<file path="src/rtl/aha_ahb_code_loader.sv">
// AHB-Lite write master that streams boot words into the code region.
// One single-beat NONSEQ write per accepted stream word.
module aha_ahb_code_loader #(
  parameter int CNT_W = 16
) (
  input  logic             HCLK,
  input  logic             HRESET,
  input  logic             start,
  input  logic [31:0]      base_addr,
  input  logic [CNT_W-1:0] word_count,
  input  logic             abort,
  input  logic             s_valid,
  input  logic [31:0]      s_data,
  output logic             s_ready,
  output logic             busy,
  output logic             done,
  output logic             error,
  output logic             aborted,
  output logic [31:0]      err_addr,
  output logic [CNT_W-1:0] words_written,
  output logic [31:0]      HADDR,
  output logic [1:0]       HTRANS,
  output logic [2:0]       HSIZE,
  output logic [2:0]       HBURST,
  output logic             HWRITE,
  output logic [31:0]      HWDATA,
  input  logic             HREADY,
  input  logic [1:0]       HRESP
);

  localparam logic [2:0] S_IDLE  = 3'd0;
  localparam logic [2:0] S_FETCH = 3'd1;
  localparam logic [2:0] S_ADDR  = 3'd2;
  localparam logic [2:0] S_DATA  = 3'd3;
  localparam logic [2:0] S_DONE  = 3'd4;

  logic [2:0]       state_q, state_d;
  logic [31:0]      addr_q, addr_d;
  logic [CNT_W-1:0] rem_q, rem_d;
  logic [CNT_W-1:0] ww_q, ww_d;
  logic [31:0]      wbuf_q, wbuf_d;
  logic             err_q, err_d;
  logic             abt_q, abt_d;
  logic [31:0]      eaddr_q, eaddr_d;

  // Only the ERROR bit of HRESP carries meaning here.
  logic unused_hresp;
  assign unused_hresp = HRESP[1];

  // Bus and status outputs decode straight from state and registers.
  assign s_ready       = (state_q == S_FETCH);
  assign busy          = (state_q == S_FETCH) ||
                         (state_q == S_ADDR)  ||
                         (state_q == S_DATA);
  assign done          = (state_q == S_DONE);
  assign error         = err_q;
  assign aborted       = abt_q;
  assign err_addr      = eaddr_q;
  assign words_written = ww_q;
  assign HADDR         = addr_q;
  assign HTRANS        = (state_q == S_ADDR) ? 2'b10 : 2'b00;
  assign HWRITE        = (state_q == S_ADDR);
  assign HSIZE         = 3'b010;
  assign HBURST        = 3'b000;
  assign HWDATA        = wbuf_q;

  // Next-state logic for the job sequencer.
  always_comb begin
    state_d = state_q;
    addr_d  = addr_q;
    rem_d   = rem_q;
    ww_d    = ww_q;
    wbuf_d  = wbuf_q;
    err_d   = err_q;
    abt_d   = abt_q;
    eaddr_d = eaddr_q;
    unique case (state_q)
      S_IDLE: begin
        if (start) begin
          err_d = 1'b0;
          abt_d = 1'b0;
          ww_d  = '0;
          if (word_count != '0) begin
            addr_d  = {base_addr[31:2], 2'b00};
            rem_d   = word_count;
            state_d = S_FETCH;
          end else begin
            state_d = S_DONE;
          end
        end
      end
      S_FETCH: begin
        if (abort) begin
          abt_d   = 1'b1;
          state_d = S_DONE;
        end else if (s_valid) begin
          wbuf_d  = s_data;
          state_d = S_ADDR;
        end
      end
      S_ADDR: begin
        if (HREADY) state_d = S_DATA;
      end
      S_DATA: begin
        if (HREADY) begin
          if (HRESP[0]) begin
            err_d   = 1'b1;
            eaddr_d = addr_q;
            state_d = S_DONE;
          end else begin
            addr_d  = addr_q + 32'd4;
            rem_d   = rem_q - CNT_W'(1);
            ww_d    = ww_q + CNT_W'(1);
            state_d = (rem_q == CNT_W'(1)) ? S_DONE : S_FETCH;
          end
        end
      end
      S_DONE: state_d = S_IDLE;
      default: state_d = S_IDLE;
    endcase
  end

  // State registers; reset abandons any transfer in flight.
  always_ff @(posedge HCLK or posedge HRESET) begin
    if (HRESET) begin
      state_q <= S_IDLE;
      addr_q  <= '0;
      rem_q   <= '0;
      ww_q    <= '0;
      wbuf_q  <= '0;
      err_q   <= 1'b0;
      abt_q   <= 1'b0;
      eaddr_q <= '0;
    end else begin
      state_q <= state_d;
      addr_q  <= addr_d;
      rem_q   <= rem_d;
      ww_q    <= ww_d;
      wbuf_q  <= wbuf_d;
      err_q   <= err_d;
      abt_q   <= abt_d;
      eaddr_q <= eaddr_d;
    end
  end

endmodule

</file>
<file path="config.mk">
export PLATFORM = sky130hd
export DESIGN_NAME = aha_ahb_code_loader
export DESIGN_NICKNAME = d
export VERILOG_FILES = /design/src/rtl/aha_ahb_code_loader.sv
export SDC_FILE = /design/constraint.sdc
export NUM_CORES = 1
export LEC_CHECK = 0
export BUFFER_PORTS_ARGS = -buffer_cell sky130_fd_sc_hd__buf_2
export CAP_MARGIN = 25
export CORE_MARGIN = 1
export CORE_UTILIZATION = 45
export DETAILED_ROUTE_END_ITERATION = 8
export PLACE_DENSITY_LB_ADDON = 0.3
export SLEW_MARGIN = 20
export SYNTH_ARGS = -nofsm -noshare
export SYNTH_HDL_FRONTEND = slang
export SYNTH_SLANG_ARGS = --single-unit
</file>
<file path="constraint.sdc">
create_clock -name HCLK -period 4.8 [get_ports HCLK]
set_clock_uncertainty 0.15 [all_clocks]
set_input_delay 0.96 -clock HCLK [delete_from_list [all_inputs] [get_ports HCLK]]
set_output_delay 0.96 -clock HCLK [all_outputs]
set_load 0.005 [all_outputs]
</file>
==> metrics.txt <==
sequential-to-total area share from yosys stat=0.502; routed len/inst=16.9 um; Worst Setup EP=HADDR[22]$_DFFE_PP0P_; max-cap viol count=0; Initial Utilization=0.462; Routed Antenna Nets=0; HPWL after DPL=11,800 um; Final setup viols=0; leakage=3.74 nW; Final Power=5.05 mW; worst min path class=reg -> reg; Main synth FF type=dfrtp_1; hold_buf cts=0; number of synthesized flops with an enable pin=0; Synth Area in Simple Gates=0.153; setup TNS=0 ns; CTS tree=done; fin crit share=0.592; Internal Power=3.23 mW; top cell type's share of synthesized area=0.502; R2R depth=6; CP required=4.96 ns; vias in the first global route=5,472; first-pass GRT wire length=27,100 um; most frequent cells in the layout=199 x buf_2, 129 x dfrtp_1, 63 x mux2_2; GRT Total Usage=0.235; drc violations=0; Async SR Flop Fraction=1.00; main combinational cell family by area after synthesis=compound AO/OA/AOI/OAI gates; Top-Level Pins=214; pwr/cell area=623 nW/um^2; Core Region=13,900 um^2; Crit Path Max Fanout=33; number of fill cells=1,231; Initial DRT Pass Iterations=4; layout cells sized above 1=0.376; largest net degree at the start of global routing=75; crit path kind=in -> reg; Slew HR=0.398; maximum vdd ir drop=0.300 mV; GPL Wtd Cong=0.844; Synthesis Warnings=0; Die ar.=14,800 um^2; unique cell type count in the Yosys netlist=56; register area=3230 um^2; Clock power frac=0.246; postcts setup bufs=0; mux share of post-synthesis cell area=0.115; H-tree depth=4; vias per std cell=5.67; area delta synth->final=26.1%; clk slew on worst S/H paths=0.06 ns; RSZ-0062 raised after global routing=false; leading area contributor after synthesis=dfrtp_1; Startpoint Class=input pin; Worst Path Arrival=3.00 ns; Synth Area in Adders=0.00778; Crit. End Element=register; Mapped Area=6430 um^2; Layout Nets=903; clk sinks=129; grt total ovfl=0; compound-cell area share of the yosys netlist=0.161; Post-Route WL=17,000 um; Rows=43; Avg Inst Size Synth=10.3 um^2; post-cts resize count=0; CTS Root Buffer Type=clkbuf_16; die height=122 um; NetSw=1.81 mW; Worst-Margin Slew=0.900 ns; commonest non-fill, non-tap cell in the layout=buf_2; RR Startpoint=state_q[1]$_DFFE_PP0P_; via count=5,685; clk_lat worst skew=0.41 ns; clk buf depth=2; #FFs+latches synth=129; initial antenna violation count=1; Slew Viols, Final=0; FF-to-FF End=HADDR[19]$_DFFE_PP0P_; sequential share of power=0.403; Post-Syn Instances=625; r2r setup slk=2.00 ns; multi-input logic area=2950 um^2; Max Clock Freq=352 MHz; CP startpoint=start; Net Sw Frac=0.359; Fin. Hold Viols=0; Final Critical Period=2.84 ns; XOR/XNOR Fraction of Synth Area=0.0136; I/O Buffers=199; Chip Width=122 um; Synth area leaders=dfrtp_1 50%, mux2_2 11%, a21oi_1 3.3%, o21ai_0 3.1%, nor2_1 2.8%; outcome=finished clean; CTS buffer count=17; 1st-iter DRT viols=321; Comb power frac=0.352
-- worst max-delay path, cell delays in order --
cell and delay, ns:
buf_2 0.10, or3b_1 0.37, a21o_1 0.25, a21oi_4 0.71, buf_4 0.34, nor2_1 0.05, a221oi_1 0.20
-- cell usage after synthesis, drive strengths merged, types with 2 or more instances --
cell     number
dfrtp       129
mux2         63
nor2         50
a21oi        43
nand2        40
o21ai        40
buf          32
nand3        21
clkbuf       18
nor3         16
o22ai        15
inv          13
nand4        12
a2bb2oi      11
nor4         11
a31oi         9
xnor2         9
and3          6
and4          6
nor3b         6
o211ai        6
o22a          6
or3           6
nand2b        5
o2bb2ai       5
a22o          4
a22oi         4
ha            4
a21o          3
and2          3
mux2i         3
a211oi        2
a41o          2
a41oi         2
and4b         2
conb          2
o31a          2
o31ai         2
o32ai         2
-- power by group through the flow --
stage	registers [mW]	logic (mW)	clock network (mW)
after floorplan	1.95	1.11	0
after global placement	2.00	1.72	0
after detailed placement	2.03	1.78	0
after CTS	2.03	1.78	1.27
after global routing	2.11	1.96	1.31
final	2.03	1.77	1.24
-- state kept, by name, summed over array words and instances (netlist names) --
name / cells
rem_q: 16
error: 1
aborted: 1
words_written: 16
state_q: 3
HWDATA: 32
HADDR: 30
err_addr: 30
-- how the worst min path moves through the flow --
| stage | start | end | cells past startpoint |
|---|---|---|---|
| after floorplan | rem_q[9]$_DFFE_PP0P_ | rem_q[9]$_DFFE_PP0P_ | 1 |
| after global placement | rem_q[9]$_DFFE_PP0P_ | rem_q[9]$_DFFE_PP0P_ | 1 |
| after detailed placement | rem_q[9]$_DFFE_PP0P_ | rem_q[9]$_DFFE_PP0P_ | 1 |
| after CTS | HWDATA[4]$_DFFE_PP0P_ | HWDATA[4]$_DFFE_PP0P_ | 1 |
| after global routing | HWDATA[14]$_DFFE_PP0P_ | HWDATA[14]$_DFFE_PP0P_ | 1 |
| final | err_addr[9]$_DFFE_PP0P_ | err_addr[9]$_DFFE_PP0P_ | 1 |
-- cell type report --
cell class | count | share of cell area
flip-flops and latches | 129 | 0.398
multi-input cells | 442 | 0.364
repair buffers | 208 | 0.134
clock buffers | 20 | 0.0563
well taps | 180 | 0.0278
clock inverters | 10 | 0.0139
inverters | 13 | 0.00633
diodes | 1 | 0.000309
-- stage by stage --
stage	std cells	hold slack, ns	setup slack (ns)	utilization	instance area, um^2
finish	1003	0.347	1.96	0.582	8110
global route	1002	0.363	1.78	0.582	8110
CTS	1001	0.351	2.00	0.580	8080
detailed placement	971	0.333	1.57	0.539	7510
global placement	971	0.330	1.63	0.539	7510
floorplan	634	0.307	0.249	-	6460
-- layer usage --
metal | track usage | routed length [um]
met1 | 0.298 | 7060
met3 | 0.0655 | 1180
met2 | 0.382 | 8410
met4 | 0.0910 | 344
met5 | 0 | 0
-- kinds of logic after synthesis --
group / Yosys count
adders and majority gates: 4
xor gates and xnor gates: 10
other: 2
muxes: 66
DFF: 129
and+or+nand+nor: 189
AOI/OAI and AO/OA: 162
buffers and inverters: 63
Power figures use the tool's default switching activity.
